### config.mk
export PLATFORM = sky130hd
export DESIGN_NAME = fifo_serial_tx
export DESIGN_NICKNAME = d
export VERILOG_FILES = /design/src/rtl/fifo_serial_pkg.sv /design/src/rtl/fifo_serial_tx_baud_tick.sv /design/src/rtl/fifo_serial_tx.sv
export SDC_FILE = /design/constraint.sdc
export NUM_CORES = 1
export LEC_CHECK = 0
export CAP_MARGIN = 10
export CORE_UTILIZATION = 45
export DETAILED_ROUTE_END_ITERATION = 16
export PLACE_DENSITY = 0.71
export SYNTH_ARGS = -nofsm -noshare
export SYNTH_HDL_FRONTEND = slang
export SYNTH_SLANG_ARGS = --single-unit
export TNS_END_PERCENT = 30
### constraint.sdc
create_clock -name clk -period 2 [get_ports clk]
set_input_delay 0.3 -clock clk [delete_from_list [all_inputs] [get_ports clk]]
set_output_delay 0.3 -clock clk [all_outputs]
set_load 0.1 [all_outputs]
### src/rtl/fifo_serial_pkg.sv
// Shared definitions for the FIFO drain / serial transmit path.
// Holds the default word width so the FIFO and its reader agree, the
// transmitter state encoding, and a width helper for small counters.
package fifo_serial_pkg;

  // Data width of the upstream synchronous FIFO.
  localparam int FIFO_DATA_W = 16;

  typedef enum logic [2:0] {
    IDLE,   // line high, waiting for en && !fifo_empty
    REQ,    // one-cycle FIFO read strobe
    LOAD,   // FIFO data valid, captured into the shift register
    START,  // start bit (low)
    DATA,   // DATA_W data bits, LSB first
    STOP    // stop bit (high)
  } state_t;

  // Counter width for a modulus of n; never narrower than one bit, so a
  // modulus of 1 still gets a legal (constant-zero) register.
  function automatic int cnt_w(input int n);
    return (n > 1) ? $clog2(n) : 1;
  endfunction

endpackage

### src/rtl/fifo_serial_tx_baud_tick.sv
// Bit-period timer for the serial transmitter.
// Counts 0..CLKS_PER_BIT-1 and wraps; tick is high in the last cycle of each
// bit period. clr restarts the period so every state begins at count 0.
// Ports:
//   clk   : system clock, rising edge
//   reset : synchronous, active-high
//   clr   : synchronous clear; next cycle starts a fresh bit period
//   tick  : end-of-bit pulse (combinational from the count register)
module baud_tick
  import fifo_serial_pkg::*;
#(
  parameter int CLKS_PER_BIT = 4
) (
  input  logic clk,
  input  logic reset,
  input  logic clr,
  output logic tick
);

  localparam int             CW   = cnt_w(CLKS_PER_BIT);
  localparam logic [CW-1:0]  LAST = CW'(CLKS_PER_BIT - 1);

  logic [CW-1:0] cnt;

  // With CLKS_PER_BIT == 1 the count is pinned at 0 and tick is always high.
  assign tick = (cnt == LAST);

  always_ff @(posedge clk) begin
    if (reset)             cnt <= '0;
    else if (clr || tick)  cnt <= '0;
    else                   cnt <= cnt + 1'b1;
  end

endmodule

### src/rtl/fifo_serial_tx.sv
// FIFO-to-UART serialiser.
// Pops one word at a time from a synchronous FIFO (rd_en / dout / empty,
// one cycle read latency) and sends it as: start bit (0), DATA_W data bits
// LSB first, stop bit (1); every bit lasts CLKS_PER_BIT clocks.
// All outputs are registered; their next values are decoded from the next
// state so they line up with the state they belong to.
// Ports:
//   clk, reset  : clock (rising edge), synchronous active-high reset
//   en          : allow a new word to start; only looked at in IDLE
//   fifo_dout   : FIFO read data, valid the cycle after fifo_rd_en
//   fifo_empty  : FIFO empty flag, only looked at in IDLE
//   fifo_rd_en  : single-cycle read strobe (REQ state)
//   tx          : serial line, idles high
//   busy        : high in every state other than IDLE
// DATA_W must be >= 2; CLKS_PER_BIT must be >= 1.
module fifo_serial_tx
  import fifo_serial_pkg::*;
#(
  parameter int DATA_W       = FIFO_DATA_W,
  parameter int CLKS_PER_BIT = 4
) (
  input  logic              clk,
  input  logic              reset,
  input  logic              en,
  input  logic [DATA_W-1:0] fifo_dout,
  input  logic              fifo_empty,
  output logic              fifo_rd_en,
  output logic              tx,
  output logic              busy
);

  localparam int            BW       = $clog2(DATA_W);
  localparam logic [BW-1:0] LAST_BIT = BW'(DATA_W - 1);

  state_t            state, state_nxt;
  logic [DATA_W-1:0] shreg, shreg_nxt;
  logic [BW-1:0]     bit_idx, bit_idx_nxt;
  logic              tx_nxt, rd_en_nxt, busy_nxt;
  logic              tick, baud_clr;

  baud_tick #(
    .CLKS_PER_BIT (CLKS_PER_BIT)
  ) u_baud (
    .clk   (clk),
    .reset (reset),
    .clr   (baud_clr),
    .tick  (tick)
  );

  // Next state, datapath and registered-output decode.
  always_comb begin
    state_nxt   = state;
    shreg_nxt   = shreg;
    bit_idx_nxt = bit_idx;

    unique case (state)
      IDLE:  if (en && !fifo_empty) state_nxt = REQ;
      REQ:   state_nxt = LOAD;
      LOAD: begin
        // The read issued in REQ has landed on fifo_dout by now.
        shreg_nxt = fifo_dout;
        state_nxt = START;
      end
      START: if (tick) begin
        state_nxt   = DATA;
        bit_idx_nxt = '0;
      end
      DATA:  if (tick) begin
        shreg_nxt   = shreg >> 1;
        bit_idx_nxt = bit_idx + 1'b1;
        if (bit_idx == LAST_BIT) state_nxt = STOP;
      end
      STOP:  if (tick) state_nxt = IDLE;
      default: state_nxt = IDLE;
    endcase

    // Restart the bit timer on every state change so each state's first
    // cycle is count 0; within DATA the timer simply wraps between bits.
    baud_clr  = (state_nxt != state);
    rd_en_nxt = (state_nxt == REQ);
    busy_nxt  = (state_nxt != IDLE);

    unique case (state_nxt)
      START:   tx_nxt = 1'b0;
      DATA:    tx_nxt = shreg_nxt[0];
      default: tx_nxt = 1'b1;
    endcase
  end

  always_ff @(posedge clk) begin
    if (reset) begin
      state      <= IDLE;
      shreg      <= '0;
      bit_idx    <= '0;
      tx         <= 1'b1;
      fifo_rd_en <= 1'b0;
      busy       <= 1'b0;
    end else begin
      state      <= state_nxt;
      shreg      <= shreg_nxt;
      bit_idx    <= bit_idx_nxt;
      tx         <= tx_nxt;
      fifo_rd_en <= rd_en_nxt;
      busy       <= busy_nxt;
    end
  end

endmodule

# [Word-level counts from Yosys, hierarchy flattened]
# Cells that the tools add are included.
[totals] register_bits=28 word_cells=45
[classes] muxes=12 addsub=2 reduce_logical=10 n_eq_ne=13
[ops] cell="$pmux W16 S2" count=1
[ops] cell="$pmux W3 S6" count=1
[ops] cell="$mux W16" count=1
[ops] cell="$mux W3" count=5
[ops] cell="$eq A3 B2 Y1 const B" count=3
[ops] cell="$eq A3 B3 Y1 const B" count=3
[ops] cell="$mux W4" count=2
[ops] cell="$pmux W4 S2" count=1
[ops] cell="$eq A3 B1 Y1 const B" count=2
[ops] cell="$add A4 B1 Y4 const B" count=1
[ops] cell="$eq A4 B4 Y1 const B" count=1
[ops] cell="$ne A2 B1 Y1 const B" count=2
[ops] cell="$reduce_bool A2 Y1" count=2
[ops] cell="$logic_not A3 Y1" count=1
[ops] cell="$ne A3 B3 Y1" count=1
[ops] cell="$reduce_and A3 Y1" count=1
[ops] cell="$reduce_bool A3 Y1" count=1
[ops] cell="$add A2 B1 Y2 const B" count=1
[ops] cell="$eq A2 B2 Y1 const B" count=1
[ops] cell="$pmux W1 S2" count=1
[ops] cell="$reduce_and A2 Y1" count=1
[ops] cell="$reduce_or A2 Y1" count=1
[ops] cell="$logic_and A1 B1 Y1" count=1
[ops] cell="$logic_not A1 Y1" count=1
[ops] cell="$logic_or A1 B1 Y1" count=1

# [Longest topological paths before layout]
[logic_depth] ltp_word=7 depth_mapped=7 ltp_nobuf=5

# [Modules after synthesis]
# From an unflattened synthesis, not the netlist that was laid out.
[hier_totals] hier_cells=135 hier_area_um2=1273.7
[modules_own_cells] mod="fifo_serial_tx" area_each_um2=1193.6 cells_each=130 seq_area_each_um2=520.5 instances=1
[modules_own_cells] mod="baud_tick" area_each_um2=80.1 cells_each=5 seq_area_each_um2=40.0 instances=1

# [Worst setup path after synthesis]
# OpenSTA, ideal clock, no wires.
[synth_timing] path_type="flip-flop to flip-flop" startpoint="reg u_baud.cnt[0]" endpoint="reg tx" slack_ns=0.450 t_required_ns=1.875 path_buffers=1 path_stages_with_launch=7 period_less_slack_ns=1.550 arrival_time_ns=1.425 path_cell_list="dfxtp_1 ha_1 buf_6 and3_4 or3_4 nor4b_2 a31oi_1"
[synth_via] elab_chain_cells=5 word_cells_on_any_way=10 classes_between="eq/ne (3); mux (7)"
[synth_rtl] element="from (decl)" line_no="fifo_serial_tx_baud_tick.sv:23" source="logic [CW-1:0] cnt;"
[synth_rtl] element="from (signal assigned)" line_no="fifo_serial_tx_baud_tick.sv:31" source="else cnt <= cnt + 1'b1;"
[synth_rtl] element="$eq A2 B2 Y1 *" line_no="fifo_serial_tx_baud_tick.sv:26" source="assign tick = (cnt == LAST);"
[synth_rtl] element="$mux W3 (on tied branches)" line_no="fifo_serial_tx.sv:73, fifo_serial_tx.sv:64, fifo_serial_tx.sv:68"
[synth_rtl] element="$pmux W3 S6" line_no="fifo_serial_tx.sv:56" source="unique case (state)"
[synth_rtl] element="$eq A3 B3 Y1 / $eq A3 B2 Y1 (equally long branches)" line_no="fifo_serial_tx.sv:83" source="unique case (state_nxt)"
[synth_rtl] element="$pmux W1 S2 *" line_no="fifo_serial_tx.sv:83"
[synth_rtl] element="to (signal assigned)" line_no="fifo_serial_tx.sv:102" source="tx <= tx_nxt;"
[synth_rtl] element="to (decl)" line_no="fifo_serial_tx.sv:28" source="output logic tx,"
# Mark *: on every way between the ends. The rest lies on a longest branch, timed or not. The select of a mux whose other input is x is not followed.
# A chain may end at the register's enable or synchronous reset.

# [Worst setup path in the final report]
[layout_timing] startpoint="reg u_baud.cnt[0]" endpoint="reg shreg[12]"
[layout_via] elab_chain_cells=3
[layout_rtl] element="$eq A2 B2 Y1" line_no="fifo_serial_tx_baud_tick.sv:26"
[layout_rtl] element="$ne A2 B1 Y1 (no line)"
[layout_rtl] element="$reduce_and A2 Y1 (no line)"
[layout_rtl] element="to (signal assigned)" line_no="fifo_serial_tx.sv:100" source="shreg <= shreg_nxt;"
[layout_rtl] element="to (decl)" line_no="fifo_serial_tx.sv:36" source="logic [DATA_W-1:0] shreg, shreg_nxt;"
# No other way between the ends.

==> flow_summary_export.csv <==
group,metric,value,unit
flow_run,cap_violations,0,
worst_hold_path,hp-start,"u_baud.cnt[0]",
cts,clock_path_buffers,2,
yosys,async_flop_share,0,
yosys,synth.most_common_cell,"dfxtp_1",
floorplanning,start_util,0.482,
yosys,synth_top_family_by_area,"compound AO/OA/AOI/OAI gates",
global_routing,grt_max_degree,17,
yosys,yosys.area_share.simple,0.189,
yosys,synth_compound_area_frac,0.265,
finish,drive_gt1_frac,0.247,
drt,first_iter_violations,22,
pwr,powerDensity,734,nW/um^2
yosys,synth_cell_types,40,
cts,clkLatencyLatePin,0.33,ns
status,violations,"DRC",
floorplanning,fp-row-count,19,
sta,setup_viol,0,
drt,ant_nets,0,
cts,cts_tree,"yes",
setup_path,crit_type,"flop to flop",
drt,wl_met3,90,um
yosys,synth_xor_area_frac,0.0130,
floorplanning,die_area,3230,um^2
setup_path,r2r_cells,5,
drt,drcViolationCount,2,
drt,routed.top_layer,"met4",
yosys,yosysTopAreaCell,"dfxtp_1",
setup_path,cp.required,2.27,ns
sta,grt_setup_unrepaired,"no",
global_routing,antenna_found_initial,0,
yosys,synth_top_cell_area_share,0.415,
finish,area_delta_synth_final,18.4,%
drt,dr.pass1.iters,9,
yosys,synthMuxAreaShare,0.0148,
floorplanning,num_io_pins,23,
placement,place_congestion,0.739,
floorplanning,die_y,56.8,um
floorplanning,die_x,56.8,um
pwr,ir_worst_vdd,377,uV
sta,fmax,0.612,GHz
floorplanning,core_region_area,2810,um^2
sta,slew_headroom,0.669,
sta,finalHoldViolCount,0,
yosys,synth_commonest_cells,"dfxtp_1 (28), nand2_1 (16), nor2_1 (10), a22oi_2 (9)",
cts,cts_sinks,28,
global_routing,grt.total_usage,0.168,
finish,diodes,0,
cts,clk_pin_slew,0.14,ns
sta,final_max_slew_viol_count,0,
cts,post-cts-setup-buffers,0,
global_routing,grt_pass1_vias,1062,
worst_hold_path,hp-class,"flop to flop",
setup_path,r2r_setup_slack,0.37,ns
yosys,ys.flop_type,"dfxtp_1",
yosys,syn_area_per_cell,10.1,um^2
setup_path,r2r_end,"shreg[12]",
yosys,synthCells,134,
sta,finalSetupTns,0,ns
yosys,synth_nets,156,
setup_path,crit_fanout,15,
placement,dp_hpwl,1.79,mm
status,status,"finished with violations",
worst_hold_path,holdPathEnd,"u_baud.cnt[0]",
drt,vias_per_cell,5.62,
yosys,ys_seq_area_frac,0.415,
sta,finClkSkew,0.00566,ns
cts,htreeDepth,1,
drt,wirelength,2.46,mm
yosys,synth_seq_cells,28,
drt,met2_length,1.27,mm
cts,post_cts_resize_count,0,
setup_path,end_kind,"flop",
setup_path,critPathArrivalTime,1.90,ns
yosys,synth_area,1350,um^2
finish,nets,177,
global_routing,grt.overflow.total,0,
yosys,synth_top_cells_by_area,"dfxtp_1 (41%), a22oi_2 (8.3%), buf_6 (5.8%)",
drt,drt-met1-wl,1.06,mm
yosys,yosysWarnings,0,
worst_hold_path,hold-path-cell-count,1,
cts,numCtsBuffers,3,
placement,portBuffers,22,
setup_path,start_kind,"flop",
pwr,leakagePower,0.535,nW
global_routing,grt_pass1_wl,4.24,mm
yosys,synth-adder-area-share,0.0185,
pwr,total_power,1.17,mW
yosys,synth_edf_count,0,
sta,tightest_slew,0.495,ns
drt,wl_per_cell,13.3,um
sta,timing.final.crit_share,0.817,
sta,layout_min_cycle_time,1.63,ns
setup_path,r2r_start,"u_baud.cnt[0]",
cts,ctsHoldBuffers,0,
cts,cts-root-buf,"clkbuf_4",
drt,num_vias,1039,
==> area by class of cell <==
cell class	count	area, um^2
clock inverter	1	30.0
fill	263	1200
multi-input combinational	93	691
timing repair buffer	27	250
tap	31	38.8
inverter	2	7.51
clock buffer	3	22.5
sequential	28	561
==> sequential cells by signal, summed over array words and instances, names as in the netlist <==
signal / count
shreg: 16
bit_idx: 4
state: 3
u_baud.cnt: 2
busy: 1
fifo_rd_en: 1
tx: 1
==> stage by stage <==
| step | instance area (um^2) | instances | hold WS (ns) | util | worst slack, ns |
|---|---|---|---|---|---|
| 2_1_floorplan | 1350 | 134 | 0.405 | - | 0.450 |
| 3_3_place_gp | 1550 | 181 | 0.415 | 0.552 | 0.361 |
| 3_5_place_dp | 1550 | 181 | 0.425 | 0.552 | 0.336 |
| 4_1_cts | 1600 | 185 | 0.445 | 0.570 | 0.346 |
| 5_1_grt | 1600 | 185 | 0.480 | 0.570 | 0.175 |
| 6_report | 1600 | 185 | 0.442 | 0.570 | 0.366 |
==> worst max-delay path by stage <==
| stage | startpoint | to | slack [ns] | cells past startpoint |
|---|---|---|---|---|
| 2_1_floorplan | u_baud.cnt[0] | tx | 0.45 | 6 |
| 3_3_place_gp | en | busy | 0.36 | 5 |
| 3_5_place_dp | en | busy | 0.34 | 5 |
| 4_1_cts | u_baud.cnt[0] | shreg[12] | 0.35 | 5 |
| 5_1_grt | u_baud.cnt[0] | bit_idx[1] | 0.18 | 5 |
| 6_report | u_baud.cnt[0] | shreg[12] | 0.37 | 5 |
==> kinds of logic after synthesis <==
kind of cell	Yosys count
compound gates	44
xor+xnor	2
fa+ha+maj	2
buf+inv	13
flops	28
mux	2
simple gates	43
==> metal layers <==
| layer | vias to the layer above | track usage |
|---|---|---|
| met5 | - | 0 |
| met4 | 0 | 0.0906 |
| met3 | 4 | 0.0253 |
| met2 | 17 | 0.318 |
| met1 | 495 | 0.175 |
| li1 | 523 | - |
==> layout by cell type (no fill, tap or decap), types with 2 or more instances in the layout <==
master and count:
buf_4 8, nor2_1 10, a21oi_1 8, clkdlybuf4s50_1 19, a22oi_2 9, a21oi_2 8, clkbuf_4 3, a31oi_1 3
o211ai_1 2, xor2_1 2, nand2_1 16, dfxtp_1 28, mux2i_1 2, o21ai_0 3, ha_1 2, a22oi_1 7
==> where the power goes <==
part           internal, mW  switching, mW
clock                 0.203          0.164
sequential            0.587         0.0240
combinational        0.0901          0.107
total                 0.879          0.295
==> worst max-delay path, cell delays in order (launching register included) <==
cell,delay [ns]
dfxtp_1,0.36
ha_1,0.24
nor4bb_4,0.45
buf_4,0.31
a22oi_1,0.09
a21oi_1,0.13
(Power assumes the default switching activity.)
